### src/rtl/mem_arbiter.sv
// -----------------------------------------------------------------------------
// mem_arbiter
//
// Shares one QSPI memory controller (`mem`) between two requesters:
//   port A = instruction fetch, port B = data access.
// Requests are serialised with round-robin fairness. Exactly one transaction
// is presented to `mem` at a time. The winner receives a one-cycle ack
// together with an error flag and the shared read data. A watchdog aborts any
// transaction whose `mem_done` never arrives.
//
// Parameters
//   DATA_BUS_WIDTH : data width of both ports and of `mem`
//   ADDRESS_WIDTH  : address width of both ports
//   TIMEOUT        : BUSY cycles allowed before abort (1..255)
//
// Ports
//   clock, reset          : system clock, synchronous active-high reset
//   a_req/a_we/a_addr/a_wdata : port A request, direction, address, write data
//   b_req/b_we/b_addr/b_wdata : port B request, direction, address, write data
//   a_ack/a_err, b_ack/b_err  : one-cycle completion pulse and timeout flag
//   rdata                 : read data, valid while either ack is high
//   mem_op/mem_addr/mem_wdata : command to `mem` (0 NOP, 1 READ, 2 WRITE)
//   mem_done/mem_rdata    : completion and read data from `mem`
//   busy                  : high while a transaction is in BUSY or RESP
//
// All outputs are registered.
// -----------------------------------------------------------------------------
module mem_arbiter #(
  parameter int DATA_BUS_WIDTH = 8,
  parameter int ADDRESS_WIDTH  = 16,
  parameter int TIMEOUT        = 255
) (
  input  logic                      clock,
  input  logic                      reset,

  input  logic                      a_req,
  input  logic                      a_we,
  input  logic [ADDRESS_WIDTH-1:0]  a_addr,
  input  logic [DATA_BUS_WIDTH-1:0] a_wdata,
  output logic                      a_ack,
  output logic                      a_err,

  input  logic                      b_req,
  input  logic                      b_we,
  input  logic [ADDRESS_WIDTH-1:0]  b_addr,
  input  logic [DATA_BUS_WIDTH-1:0] b_wdata,
  output logic                      b_ack,
  output logic                      b_err,

  output logic [DATA_BUS_WIDTH-1:0] rdata,

  output logic [1:0]                mem_op,
  output logic [ADDRESS_WIDTH-1:0]  mem_addr,
  output logic [DATA_BUS_WIDTH-1:0] mem_wdata,
  input  logic                      mem_done,
  input  logic [DATA_BUS_WIDTH-1:0] mem_rdata,

  output logic                      busy
);

  typedef enum logic [1:0] {
    ST_IDLE = 2'd0,
    ST_BUSY = 2'd1,
    ST_RESP = 2'd2
  } state_t;

  localparam logic [1:0] OP_NOP   = 2'd0;
  localparam logic [1:0] OP_READ  = 2'd1;
  localparam logic [1:0] OP_WRITE = 2'd2;

  // Watchdog value seen at the clock edge that closes the TIMEOUT-th BUSY
  // cycle: the counter is cleared on grant and counts completed BUSY cycles.
  localparam logic [7:0] WD_LAST = 8'(TIMEOUT - 1);

  // Port encoding used by grant and last: 0 = port A, 1 = port B.
  localparam logic PORT_A = 1'b0;
  localparam logic PORT_B = 1'b1;

  // mem command for a requester direction bit.
  function automatic logic [1:0] op_of(input logic we);
    if (we) begin
      return OP_WRITE;
    end else begin
      return OP_READ;
    end
  endfunction

  // Round-robin pick: a lone requester wins; on a tie the port that was
  // not served last wins. Only meaningful when at least one req is high.
  function automatic logic pick_winner(input logic req_a,
                                       input logic req_b,
                                       input logic last_port);
    if (req_a && req_b) begin
      return ~last_port;
    end else if (req_b) begin
      return PORT_B;
    end else begin
      return PORT_A;
    end
  endfunction

  state_t                      state_q,     state_d;
  logic                        last_q,      last_d;
  logic                        grant_q,     grant_d;
  logic [7:0]                  wd_q,        wd_d;
  logic [DATA_BUS_WIDTH-1:0]   rdata_q,     rdata_d;
  logic [1:0]                  mem_op_q,    mem_op_d;
  logic [ADDRESS_WIDTH-1:0]    mem_addr_q,  mem_addr_d;
  logic [DATA_BUS_WIDTH-1:0]   mem_wdata_q, mem_wdata_d;
  logic                        a_ack_q,     a_ack_d;
  logic                        b_ack_q,     b_ack_d;
  logic                        a_err_q,     a_err_d;
  logic                        b_err_q,     b_err_d;
  logic                        busy_q,      busy_d;

  logic                        winner_s;

  // Winner of the current IDLE evaluation.
  always_comb begin
    winner_s = pick_winner(a_req, b_req, last_q);
  end

  // Next-state and next-output logic for the arbitration FSM.
  always_comb begin
    state_d     = state_q;
    last_d      = last_q;
    grant_d     = grant_q;
    wd_d        = wd_q;
    rdata_d     = rdata_q;
    mem_op_d    = mem_op_q;
    mem_addr_d  = mem_addr_q;
    mem_wdata_d = mem_wdata_q;
    busy_d      = busy_q;
    // Ack and err are single-cycle pulses; they only rise on BUSY exit.
    a_ack_d     = 1'b0;
    b_ack_d     = 1'b0;
    a_err_d     = 1'b0;
    b_err_d     = 1'b0;

    case (state_q)
      ST_IDLE: begin
        if (a_req || b_req) begin
          // Latch the winner's command; later input changes are ignored.
          grant_d = winner_s;
          if (winner_s == PORT_B) begin
            mem_op_d    = op_of(b_we);
            mem_addr_d  = b_addr;
            mem_wdata_d = b_wdata;
          end else begin
            mem_op_d    = op_of(a_we);
            mem_addr_d  = a_addr;
            mem_wdata_d = a_wdata;
          end
          wd_d    = 8'd0;
          busy_d  = 1'b1;
          state_d = ST_BUSY;
        end else begin
          state_d = ST_IDLE;
        end
      end

      ST_BUSY: begin
        // Completion is checked first so it wins over a same-cycle timeout.
        if (mem_done) begin
          rdata_d  = mem_rdata;
          a_ack_d  = (grant_q == PORT_A);
          b_ack_d  = (grant_q == PORT_B);
          mem_op_d = OP_NOP;
          state_d  = ST_RESP;
        end else if (wd_q == WD_LAST) begin
          rdata_d  = '0;
          a_ack_d  = (grant_q == PORT_A);
          b_ack_d  = (grant_q == PORT_B);
          a_err_d  = (grant_q == PORT_A);
          b_err_d  = (grant_q == PORT_B);
          mem_op_d = OP_NOP;
          state_d  = ST_RESP;
        end else begin
          wd_d    = wd_q + 8'd1;
          state_d = ST_BUSY;
        end
      end

      ST_RESP: begin
        // Fairness history advances only once the transaction is finished.
        last_d   = grant_q;
        mem_op_d = OP_NOP;
        busy_d   = 1'b0;
        state_d  = ST_IDLE;
      end

      default: begin
        mem_op_d = OP_NOP;
        busy_d   = 1'b0;
        state_d  = ST_IDLE;
      end
    endcase
  end

  // State and output registers with synchronous reset.
  always_ff @(posedge clock) begin
    if (reset) begin
      state_q     <= ST_IDLE;
      last_q      <= PORT_B;
      grant_q     <= PORT_A;
      wd_q        <= 8'd0;
      rdata_q     <= '0;
      mem_op_q    <= OP_NOP;
      mem_addr_q  <= '0;
      mem_wdata_q <= '0;
      a_ack_q     <= 1'b0;
      b_ack_q     <= 1'b0;
      a_err_q     <= 1'b0;
      b_err_q     <= 1'b0;
      busy_q      <= 1'b0;
    end else begin
      state_q     <= state_d;
      last_q      <= last_d;
      grant_q     <= grant_d;
      wd_q        <= wd_d;
      rdata_q     <= rdata_d;
      mem_op_q    <= mem_op_d;
      mem_addr_q  <= mem_addr_d;
      mem_wdata_q <= mem_wdata_d;
      a_ack_q     <= a_ack_d;
      b_ack_q     <= b_ack_d;
      a_err_q     <= a_err_d;
      b_err_q     <= b_err_d;
      busy_q      <= busy_d;
    end
  end

  assign a_ack     = a_ack_q;
  assign b_ack     = b_ack_q;
  assign a_err     = a_err_q;
  assign b_err     = b_err_q;
  assign rdata     = rdata_q;
  assign mem_op    = mem_op_q;
  assign mem_addr  = mem_addr_q;
  assign mem_wdata = mem_wdata_q;
  assign busy      = busy_q;

endmodule

### config.mk
export PLATFORM = sky130hd
export DESIGN_NAME = mem_arbiter
export DESIGN_NICKNAME = d
export VERILOG_FILES = /design/src/rtl/mem_arbiter.sv
export SDC_FILE = /design/constraint.sdc
export NUM_CORES = 1
export LEC_CHECK = 0
export CAP_MARGIN = 15
export CORE_AREA = 2 2 102 55
export CTS_BUF_LIST = sky130_fd_sc_hd__clkbuf_4
export CTS_CLUSTER_DIAMETER = 50
export DETAILED_ROUTE_END_ITERATION = 10
export DIE_AREA = 0 0 104 57
export PLACE_DENSITY = 0.88
export SLEW_MARGIN = 0
export SYNTH_ARGS = -nofsm -noshare
export SYNTH_HDL_FRONTEND = slang
export SYNTH_SLANG_ARGS = --single-unit
### constraint.sdc
create_clock -name clock -period 4.25 [get_ports clock]
set_input_delay 1.275 -clock clock [delete_from_list [all_inputs] [get_ports clock]]
set_output_delay 1.275 -clock clock [all_outputs]
set_load 0.05 [all_outputs]
==> results of run 1 <==
[cell type report]
type	count	share of cell area [%]
multi-input cells	159	33.4
repair buffers	103	31.0
flip-flops and latches	51	30.9
well taps	73	2.76
clock buffers	5	1.14
clock inverters	3	0.454
inverters	3	0.341
[synth_stat cells (all sizes together), types with 2 or more instances]
| library cell | instances |
|---|---|
| a22o | 8 |
| a211oi | 25 |
| o21a | 3 |
| and3 | 2 |
| a31oi | 2 |
| buf | 10 |
| clkbuf | 4 |
| nand2 | 2 |
| nand2b | 3 |
| mux2i | 26 |
| dfxtp | 51 |
| and2 | 4 |
| inv | 3 |
| nor2b | 3 |
| a21oi | 9 |
| o21ai | 12 |
| ha | 2 |
| nor2 | 34 |
| nand3 | 6 |
| nor3 | 7 |
[final timing paths]
path	start	to	slack, ns	depth (start not counted)
max reg2reg	state_q[0]	mem_addr[3]	2.48	4
min reg2reg	rdata[4]	rdata[4]	0.49	1
max	mem_addr[8]	mem_addr[8]	1.42	1
min	rdata[4]	rdata[4]	0.49	1
[cell usage in the layout, fill, tap and decap left out, drive strengths merged]
master and instances:
a22o 8, nand2 2, a21oi 9, nand3 6
clkbuf 5, dfxtp 51, nor3b 1, clkinv 2
o21ai 12, and4b 1, o21a 3, and3 2
nand4 1, clkdlybuf4s50 101, or2 1, clkinvlp 1
o21bai 1, nand3b 1, nor2b 3, a31oi 2
nor2 34, nand2b 3, or4 1, mux2i 26
ha 2, nor3 7, and2 4, a211oi 25
inv 3, a21boi 1, buf 2, o31ai 1
nor4bb 1, a211o 1
[per-stage QoR]
step           cell area, µm²  worst slack, ns  util [%]  hold slack, ns
2_1_floorplan            2200             1.97         -           0.448
3_3_place_gp             3250             1.14      63.4           0.460
3_5_place_dp             3250             1.02      63.4           0.464
4_1_cts                  3310             1.41      64.4           0.500
5_1_grt                  3310             1.25      64.4           0.530
6_report                 3310             1.42      64.4           0.495
[routing by layer]
layer	GRT usage [%]	vias up	routed length (µm)
met1	25.7	980	2670
met2	31.5	71	2570
li1	-	1025	-
met4	4.05	0	31
met5	0	-	0
met3	6.86	4	450
[where the power goes]
part	switching [µW]	leakage, µW	internal (µW)
Clock	147	0.0000263	61.0
Sequential	22.5	0.000419	515
Combinational	207	0.000779	147
[registers in the layout, summed over array words and instances (netlist names)]
| register | flops |
|---|---|
| a_ack | 1 |
| a_err | 1 |
| b_ack | 1 |
| b_err | 1 |
| busy | 1 |
| grant_q | 1 |
| last_q | 1 |
| mem_addr | 16 |
| mem_op | 2 |
| mem_wdata | 8 |
| rdata | 8 |
| state_q | 2 |
| wd_q | 8 |
[logic make-up after synthesis]
group / after synthesis / share of synthesized area (%)
simple gates: 68 / 16.7
compound gates: 63 / 20.0
flops: 51 / 46.5
mux: 26 / 11.9
buf+inv: 17 / 3.82
fa+ha+maj: 2 / 1.14
==> results.cfg, run 1 <==
[outcome]
outcome = completed

[placement]
hpwl_um = 4380
dp_cells = 389
portBuffers = 101
finalWeightedCongestion = 0.838

[yosys]
synthCells = 227
ys_dominant_reg_cell = dfxtp_1
syn_area_um2 = 2200
synth_edf_count = 0
post_synth_main_area_contributors = dfxtp_1, mux2i_1, a211oi_1, nor2_1, a22o_1
synth_seq_cells = 51
yosysWarnings = 0
netlist.top_cell.by_area = dfxtp_1
async_reset_ff_share_pct = 0
part_of_the_yosys_area_used_for_sequential_elements_pct = 46.5
synthDominantCellAreaShare_pct = 46.5
syn_area_per_cell_um2 = 9.67
netlist-cell-type-count = 35
synthesis.nets = 292

[clock_network]
clk_pin_slew_ns = 0.14
tritoncts.num_buffers = 5
post_cts_setup_buffer_count = 0
cts.repair.resized = 0
ctsHtreeMaxLevel = 2
clock_sink_count = 51
cts-root-buf = clkbuf_4
cts_tree = done
ctsLongestPathBuffers = 2
clkLatencyLatePin_ns = 0.35
postCtsHoldBufs = 0

[setup_path]
critical_path.endpoint_type = primary output
critical-path-slowest-cell = clkdlybuf4s50_1
worst_path_largest_cell_delay_ns = 0.83
crit_arrival_ns = 1.56
crit_required_ns = 2.97
crit_path_start_kind = register
critical_path_buf_inv_count = 1
worst_path_dominant_cell_family = buffers and inverters
timing_worst_setup_path_type = reg2out
path_max_fanout = 2
path_cells = clkdlybuf4s50_1

[layout]
multiInputGateArea_um2 = 1100
fillCellCount = 434
n_diodes = 0
ff_latch_area_um2 = 1020
post_route_cells_drive_above_1_share_pct = 5.25
final_cells = 397
syn2layout_area_growth_pct = 50.5
nets = 388

[floorplan]
design.die.area_um2 = 5930
num_rows = 19
core_region_area_um2 = 5130
die_width_um = 104
effective_utilization_at_floorplan_pct = 42.8
io_pins = 102
die_h_um = 57

[drt]
postRouteAntennaNets = 0
wl_um = 5720
vias_per_cell = 5.24
detailroute.via_count = 2080
drt-initial-drc-count = 117
drt_first_pass_iters = 4
drt_drc_violations_left = 0
post_drt_wl_per_cell_um = 14.4

[global_route]
grt_antenna_before_repair = 0
globalRouteOverflowTotal = 0
grt_util_all_layers_pct = 19.5
grt_start_max_net_pins = 53
via_count_of_the_first_global_routing_pass = 1951
grt_first_pass_wirelength_um = 9280

[power]
fin_total_pwr_uw = 1100
power.density_cell_area_nw_per_um2 = 333
irDropWorstVdd_mv = 0.187
static_leakage_uw = 0.00122

[sta]
finalSetupViolCount = 0
relSlewSlack_pct = 41.0
tightestPinTransition_ns = 0.886
clock.fmax_mhz = 353
timing.final.hold_violations = 0
final.period_utilization_pct = 66.7
tns_ns = 0
rsz0062_at_grt = no
final-max-slew-violation-count = 0
worst_clock_skew_ns = 0.00905
final_period_minus_worst_setup_slack_ns = 2.83

[min_path]
timing.hold.worst.class = reg2reg

[job]
timing.max_cap.violations = 0
Note: power is estimated with default switching activity, not from simulation.
==> run 2, diff against run 1 <==
CORE_AREA = 2 2 111 59   (was 2 2 102 55)
DIE_AREA = 0 0 113 61   (was 0 0 104 57)
PLACE_DENSITY = 0.8   (was 0.88)
clock period = 2.6 ns   (was 4.25 ns; I/O delays follow)
==> results.cfg, run 2 (synthesized netlist as in run 1, its figures left out) <==
[layout]
largest_reg_flops = 16
post_route_cells_drive_above_1_share_pct = 6.73
ff_latch_area_um2 = 1020
final_cells = 404
layout.cells.most_common = clkdlybuf4s50_1
final_area_um2 = 3390
n_diodes = 0
nets = 392
multiInputGateArea_um2 = 1100
syn2layout_area_growth_pct = 54.3
fillCellCount = 518
commonest_non_fill_non_tap_cells_in_the_layout = clkdlybuf4s50_1, dfxtp_1, nor2_1

[drt]
drt-initial-drc-count = 102
vias_per_cell = 5.02
wl_um = 5910
drt_first_pass_iters = 7
drt_drc_violations_left = 7
detailroute.via_count = 2027
post_drt_wl_per_cell_um = 14.6
postRouteAntennaNets = 0

[clock_network]
cts_tree = done
clock_sink_count = 51
clkLatencyLatePin_ns = 0.36
ctsLongestPathBuffers = 2
postCtsHoldBufs = 0
post_cts_setup_buffer_count = 0
tritoncts.num_buffers = 5
cts.repair.resized = 0
clk_pin_slew_ns = 0.14
cts-root-buf = clkbuf_4
ctsHtreeMaxLevel = 2

[floorplan]
io_pins = 102
design.die.area_um2 = 6890
effective_utilization_at_floorplan_pct = 37.2
core_region_area_um2 = 5910
num_rows = 20
die_width_um = 113
die_h_um = 61

[sta]
tightestPinTransition_ns = 0.548
worst_clock_skew_ns = 0.0131
timing.final.hold_violations = 0
final_critical_path_setup_slack_ns = 0.268
relSlewSlack_pct = 63.4
final-max-slew-violation-count = 0
tns_ns = 0
rsz0062_at_grt = no
final.period_utilization_pct = 89.7
finalSetupViolCount = 0
final_period_minus_worst_setup_slack_ns = 2.33
clock.fmax_mhz = 429

[placement]
dp_cells = 397
finalWeightedCongestion = 0.803
portBuffers = 101
dpl-instance-area_um2 = 3310
hpwl_um = 4600
preCtsSetupSlack_ns = 0.238

[outcome]
outcome = finished with violations
violations_in_the_final_reports = design-rule violations

[global_route]
grt_use_met2_pct = 25.5
global_route.peak_usage_layer = met2
met1_usage_pct = 23.5
groute.layer.met3.usage_pct = 5.29
grt_antenna_before_repair = 0
grt_first_pass_wirelength_um = 8960
globalRouteOverflowTotal = 0
grt_util_all_layers_pct = 16.6
via_count_of_the_first_global_routing_pass = 1823
grt_start_max_net_pins = 46

[setup_path]
path_max_fanout = 2
worst_path_dominant_cell_family = buffers and inverters
worst_path_largest_cell_delay_ns = 0.82
critical_path.endpoint_type = primary output
crit_arrival_ns = 1.55
crit_required_ns = 1.82
crit_path_start_kind = register
timing_worst_setup_path_type = reg2out
reg2reg_slack_ns = 0.92
path_cells = clkdlybuf4s50_1
critical_path_buf_inv_count = 1
critical-path-slowest-cell = clkdlybuf4s50_1

[min_path]
timing.hold.worst.class = reg2reg

[job]
timing.max_cap.violations = 0

[power]
irDropWorstVdd_mv = 0.236
power.density_cell_area_nw_per_um2 = 566
static_leakage_uw = 0.00127
fin_total_pwr_uw = 1920
[run 2: layer usage]
layer | wire, µm | part of all wire (%)
met1 | 2790 | 47
met2 | 2500 | 42
met3 | 591 | 10
met4 | 33 | 0.56
met5 | 0 | 0
[run 2: report_power, final]
part / switching [µW] / total, µW / internal, µW / leakage (µW)
sequential: 36.7 / 878 / 841 / 0.000419
combinational: 343 / 597 / 254 / 0.000807
clock: 235 / 444 / 209 / 0.0000417
total: 615 / 1920 / 1300 / 0.00127
[run 2: worst paths after layout]
path | depth (start not counted) | from | end
hold reg to reg | 2 | mem_addr[1] | mem_addr[1]
hold / removal | 2 | mem_addr[1] | mem_addr[1]
setup / recovery | 1 | rdata[2] | rdata[2]
setup reg to reg | 6 | wd_q[0] | wd_q[5]
[run 2: per-stage QoR]
step                      utilization [%]  hold WS, ns
final                                57.4        0.507
after global routing                 57.4        0.534
after detailed placement             56.1        0.467
after CTS                            57.4        0.505
after floorplan                         -        0.448
after global placement               56.1        0.462
[run 2: layout make-up]
| type | instances | share of cell area [%] |
|---|---|---|
| Sequential cell | 51 | 30.1 |
| Clock buffer | 6 | 1.33 |
| Inverter | 3 | 0.332 |
| Tap cell | 77 | 2.84 |
| Timing Repair Buffer | 107 | 31.9 |
| Clock inverter | 1 | 0.886 |
| Multi-Input combinational cell | 159 | 32.6 |
==> run 3, diff against run 2 <==
GPL_ROUTABILITY_DRIVEN = 0   (was default)
==> results of run 3 <==
The final DEF is identical to that of run 2; final timing and power are the same.
